**config.mk**
```make
export PLATFORM = sky130hd
export DESIGN_NAME = cpu_run_ctrl
export DESIGN_NICKNAME = d
export VERILOG_FILES = /design/src/rtl/cpu_run_ctrl.sv
export SDC_FILE = /design/constraint.sdc
export NUM_CORES = 1
export LEC_CHECK = 0
export CORE_ASPECT_RATIO = 1.25
export CORE_MARGIN = 2
export CORE_UTILIZATION = 51
export CTS_CLUSTER_SIZE = 40
export DETAILED_ROUTE_END_ITERATION = 10
export PLACE_DENSITY_LB_ADDON = 0.2
export SLEW_MARGIN = 25
export SYNTH_ARGS = -nofsm -noshare
export SYNTH_HDL_FRONTEND = slang
export SYNTH_SLANG_ARGS = --single-unit
export TNS_END_PERCENT = 1
```
**constraint.sdc**
```tcl
create_clock -name CLK -period 4.12 [get_ports CLK]
set_input_delay 0.824 -clock CLK [delete_from_list [all_inputs] [get_ports CLK]]
set_output_delay 0.824 -clock CLK [all_outputs]
set_load 0.02 [all_outputs]
```
**src/rtl/cpu_run_ctrl.sv**
```systemverilog
// cpu_run_ctrl: run-control sequencer that gates CPU commits via CPU_EN_L.
// Breakpoint support is compiled in only when `CPU_RUN_CTRL_BKPT_EN is defined.
module cpu_run_ctrl #(
    parameter int PC_W  = 8,
    parameter int CYC_W = 16
) (
    input  logic             CLK,
    input  logic             RESET_L,
    input  logic             CMD_VALID,
    output logic             CMD_READY,
    input  logic [1:0]       CMD_OP,
    input  logic [PC_W-1:0]  CMD_ARG,
    input  logic [PC_W-1:0]  PC,
    input  logic             HALT_INSN,
    output logic             CPU_EN_L,
    output logic [1:0]       STATE,
    output logic [1:0]       STOP_CAUSE,
    output logic [CYC_W-1:0] RETIRED
);
    typedef enum logic [1:0] {S_HALTED = 2'b00, S_RUN = 2'b01, S_STEP = 2'b10} state_t;
    localparam logic [1:0] OP_HALT = 2'b00;
    localparam logic [1:0] OP_RUN  = 2'b01;
    localparam logic [1:0] OP_STEP = 2'b10;
    localparam logic [1:0] OP_BKPT = 2'b11;

    state_t           state_q;
    logic [PC_W-1:0]  step_cnt_q;
    logic [1:0]       cause_q;
    logic [CYC_W-1:0] retired_q;
    logic             stop;
    logic             commit;
    logic             accept;

`ifdef CPU_RUN_CTRL_BKPT_EN
    logic [PC_W-1:0] bkpt_addr_q;
    logic            bkpt_armed_q;
    logic            resume_q;
    // resume masks the breakpoint so a restart from the breakpoint PC can commit it
    assign stop = HALT_INSN | (bkpt_armed_q & (PC == bkpt_addr_q) & ~resume_q);
`else
    logic unused_pc;
    assign unused_pc = ^PC;
    assign stop = HALT_INSN;
`endif

    assign commit     = (state_q == S_RUN || state_q == S_STEP) && !stop;
    assign accept     = CMD_VALID && CMD_READY;
    assign CPU_EN_L   = ~commit;
    assign CMD_READY  = state_q != S_STEP;
    assign STATE      = state_q;
    assign STOP_CAUSE = cause_q;
    assign RETIRED    = retired_q;

    always_ff @(posedge CLK) begin
        if (!RESET_L) begin
            state_q    <= S_HALTED;
            step_cnt_q <= '0;
            cause_q    <= 2'b00;
            retired_q  <= '0;
`ifdef CPU_RUN_CTRL_BKPT_EN
            bkpt_addr_q  <= '0;
            bkpt_armed_q <= 1'b0;
            resume_q     <= 1'b0;
`endif
        end else begin
            if (commit)
                retired_q <= retired_q + CYC_W'(1);
`ifdef CPU_RUN_CTRL_BKPT_EN
            if (accept && CMD_OP == OP_BKPT) begin
                bkpt_addr_q  <= CMD_ARG;
                bkpt_armed_q <= 1'b1;
            end
            if (state_q == S_HALTED && accept && (CMD_OP == OP_RUN || CMD_OP == OP_STEP))
                resume_q <= 1'b1;
            else if (commit)
                resume_q <= 1'b0;
`endif
            case (state_q)
                S_HALTED: begin
                    if (accept && CMD_OP == OP_RUN)
                        state_q <= S_RUN;
                    if (accept && CMD_OP == OP_STEP) begin
                        state_q    <= S_STEP;
                        step_cnt_q <= (CMD_ARG == '0) ? PC_W'(1) : CMD_ARG;
                    end
                end
                S_RUN: begin
                    if (stop) begin
                        state_q <= S_HALTED;
                        cause_q <= HALT_INSN ? 2'b10 : 2'b11;
                    end else if (accept && CMD_OP == OP_HALT) begin
                        state_q <= S_HALTED;
                        cause_q <= 2'b01;
                    end
                end
                S_STEP: begin
                    if (stop) begin
                        state_q    <= S_HALTED;
                        cause_q    <= HALT_INSN ? 2'b10 : 2'b11;
                        step_cnt_q <= '0;
                    end else begin
                        step_cnt_q <= step_cnt_q - PC_W'(1);
                        if (step_cnt_q == PC_W'(1)) begin
                            state_q <= S_HALTED;
                            cause_q <= 2'b01;
                        end
                    end
                end
                default: state_q <= S_HALTED;
            endcase
        end
    end
endmodule

```
==> summary.md <==
| Metric | Value |
|---|---|
| Outcome | `finished, final reports clean` |
| I/O pin cnt | `44` |
| Power Total | `510.3 uW` |
| Hold_buf cts | `0` |
| Total power per unit cell area | `264.3 mW/mm^2` |
| Die area | `0.003452 mm^2` |
| Routed Antenna Nets | `0` |
| Nets@finish | `246` |
| DR vias/cell | `5.664` |
| Routed wire length | `3461 um` |
| Core box area | `0.002890 mm^2` |
| Initial antenna violation count | `0` |
| Post-CTS Setup Inserts | `0` |
| Clock latency on the worst-skew pair | `0.34 ns` |
| EDFF count, synth | `0` |
| Post-Syn Area | `0.001528 mm^2` |
| Max Cap Viol | `0` |
| Async S/R FF share, synth | `0%` |
| Synth warn | `0` |
| Fmax | `0.3119 GHz` |
| Top post-synthesis cells by area | `dfxtp_1 37%, ha_1 4.9%, nor2_1 4.7%, nand2_1 4.2%, xnor2_1 4.0%` |
| Top-area cell type share of the netlist area | `36.69%` |
| Crit path capture | `CPU_EN_L` |
| Max Slew Vio Count | `0` |
| Crit-path max FO | `10` |
| Skew final | `0.003438 ns` |
| CP most frequent cell | `clkdlybuf4s50_1` |
| CTS clk-pin slew, worst paths | `0.15 ns` |
| Post-DR wirelength/cell | `13.68 um` |
| Setup TNS | `0 ns` |
| Area grow syn2layout | `26.37%` |
| Most common flop cell mapped by yosys | `dfxtp_1` |
| Flops & latches, synth | `28` |
| TritonCTS Buffers | `3` |
| R2r setup slk | `2.15 ns` |
| DR iter-0 viols | `18` |
| Final weighted congestion in routability-driven placement | `0.8264` |
| Seq/Total Area, Yosys | `36.69%` |
| Starting Density | `52.86%` |
| I/O Buffers | `35` |
| Width of the die | `52.96 um` |
| CP Capture Type | `output pin` |
| Count leader, synth | `dfxtp_1` |
| Root Driver | `clkbuf_4` |
| Fin crit share | `77.82%` |
| Vias in the first global route | `1430` |
| Min-Delay Path Class | `reg2reg` |
| Global route total overflow | `0` |
| Setup crit start | `HALT_INSN` |
| Largest stage delay on the critical path | `0.58 ns` |
| CP required | `3.30 ns` |
| Synth Instances | `185` |
| Resized cells post-CTS | `0` |
| FF-to-FF End | `STATE[1]` |
| Mapped Nets | `213` |
| P_leak | `0.0006739 uW` |
| CP Cell Sequence | `clkdlybuf4s50_1 > nor2b_1 > inv_1 > clkdlybuf4s50_1` |
| Final min period | `3.206 ns` |
| H-tree Lvls | `1` |
| Diodes inserted | `0` |
| Slowest CP cell | `clkdlybuf4s50_1` |
| Tightest Pin Transition | `0.6865 ns` |
| R2R cell count | `6` |
| Via total after detailed routing | `1433` |
| Slew headroom | `54.18%` |
| Crit path launch type | `input port` |
| DPL Wire Length | `2656 um` |
| First-pass detailed-route iteration total | `4` |
| RSZ-0062 raised after global routing | `false` |
| Total GRT Usage | `22.79%` |
| Height of the die | `65.19 um` |
| First-pass GRT wire length | `5961 um` |
| Rows | `22` |
| Syn avg cell area | `8.258 um^2` |
| Final hold violation count | `0` |
| Worst path arrival time | `2.38 ns` |
| Synth unique cells | `43` |
| Largest area contributor in the netlist | `dfxtp_1` |
| CP Class | `in2out` |
| Final Setup Violations | `0` |
| CTS tree | `done` |
| Share of layout cells above drive strength 1 | `4.608%` |
| # fillers | `263` |
| Residual DRC count | `0` |
| Reg2reg start | `STATE[0]` |
| Pin count of the biggest net entering global routing | `22` |
| Max Buffers Root-to-Sink | `2` |
| IR drop worst, VDD | `0.0002025 V` |
| Clock sink count | `28` |
| Top cells by count, synth | `28 x dfxtp_1, 19 x nor2_1, 17 x nand2_1` |
## report_power, final
part           internal, uW  switching [uW]
Clock                  54.3            82.1
Combinational          42.2            46.5
Sequential              278            7.04
## cells by family (layout without fill, tap and decap cells)
kind of cell,Yosys count,count (layout),synth area share [%]
AND/OR/NAND/NOR,80,80,28.58
AO/OA/AOI/OAI,36,36,14.58
flip-flops,28,28,36.69
buffers and inverters,17,49,4.340
XOR/XNOR,12,12,6.880
adder cells (fa/ha/maj),6,6,4.914
multiplexers,6,6,4.013
## layout by cell type, fill, tap and decap left out, types with 2 or more instances in the layout
cell type	count
nand4_1	5
a21oi_1	11
nor4_1	4
nor2b_1	4
or3_1	2
nor4b_1	2
nor3_1	4
a32o_1	3
xnor2_1	7
nor2_1	19
clkbuf_4	3
dfxtp_1	28
ha_1	6
nand2_1	17
o21ai_0	12
inv_1	9
nand3_1	5
nand2b_1	6
mux2i_1	5
a211oi_1	2
xor2_1	5
clkdlybuf4s50_1	35
a31oi_1	2
## critical path: cells and delay by family
family,cells,cell delay (ns)
and+or+nand+nor,1,0.36
buffers and inverters,3,1.20
## cell type report
cell class | instances | area [um^2] | area share [%]
inverter | 10 | 37.54 | 1.944
sequential | 28 | 560.5 | 29.03
multi-input combinational | 140 | 900.9 | 46.66
timing repair buffer | 35 | 350.3 | 18.15
tap | 36 | 45.04 | 2.333
clock buffer | 4 | 36.28 | 1.879
## sequential cells by signal (all words and copies together), names as in the netlist
name        flops
STATE           2
step_cnt_q      8
STOP_CAUSE      2
RETIRED        16
## how the worst min path moves through the flow
stage	from	endpoint	slack, ns	cells after the start
finish	STOP_CAUSE[0]	STOP_CAUSE[0]	0.48	2
global route	RETIRED[15]	RETIRED[15]	0.51	2
CTS	STOP_CAUSE[0]	STOP_CAUSE[0]	0.48	2
detailed placement	STOP_CAUSE[0]	STOP_CAUSE[0]	0.46	2
global placement	RETIRED[15]	RETIRED[15]	0.46	2
floorplan	step_cnt_q[6]	step_cnt_q[6]	0.46	2
## per-stage QoR
stage / setup slack, ns / std cells / hold WS, ns / instance area, um^2 / util [%]
2_1_floorplan: 1.887 / 185 / 0.4610 / 1528 / -
3_3_place_gp: 0.9571 / 249 / 0.4562 / 1894 / 65.54
3_5_place_dp: 0.9012 / 249 / 0.4621 / 1894 / 65.54
4_1_cts: 0.9178 / 253 / 0.4832 / 1931 / 66.80
5_1_grt: 0.8486 / 253 / 0.5073 / 1931 / 66.80
6_report: 0.9138 / 253 / 0.4802 / 1931 / 66.80
## metal layers
metal	vias to the layer above	global-route usage, %	wire length, um
li1	720	-	-
met1	675	24.14	1442
met2	31	42.19	1827
met3	7	2.273	115
met4	0	12.82	76
met5	-	0	0
(Power assumes the default switching activity.)
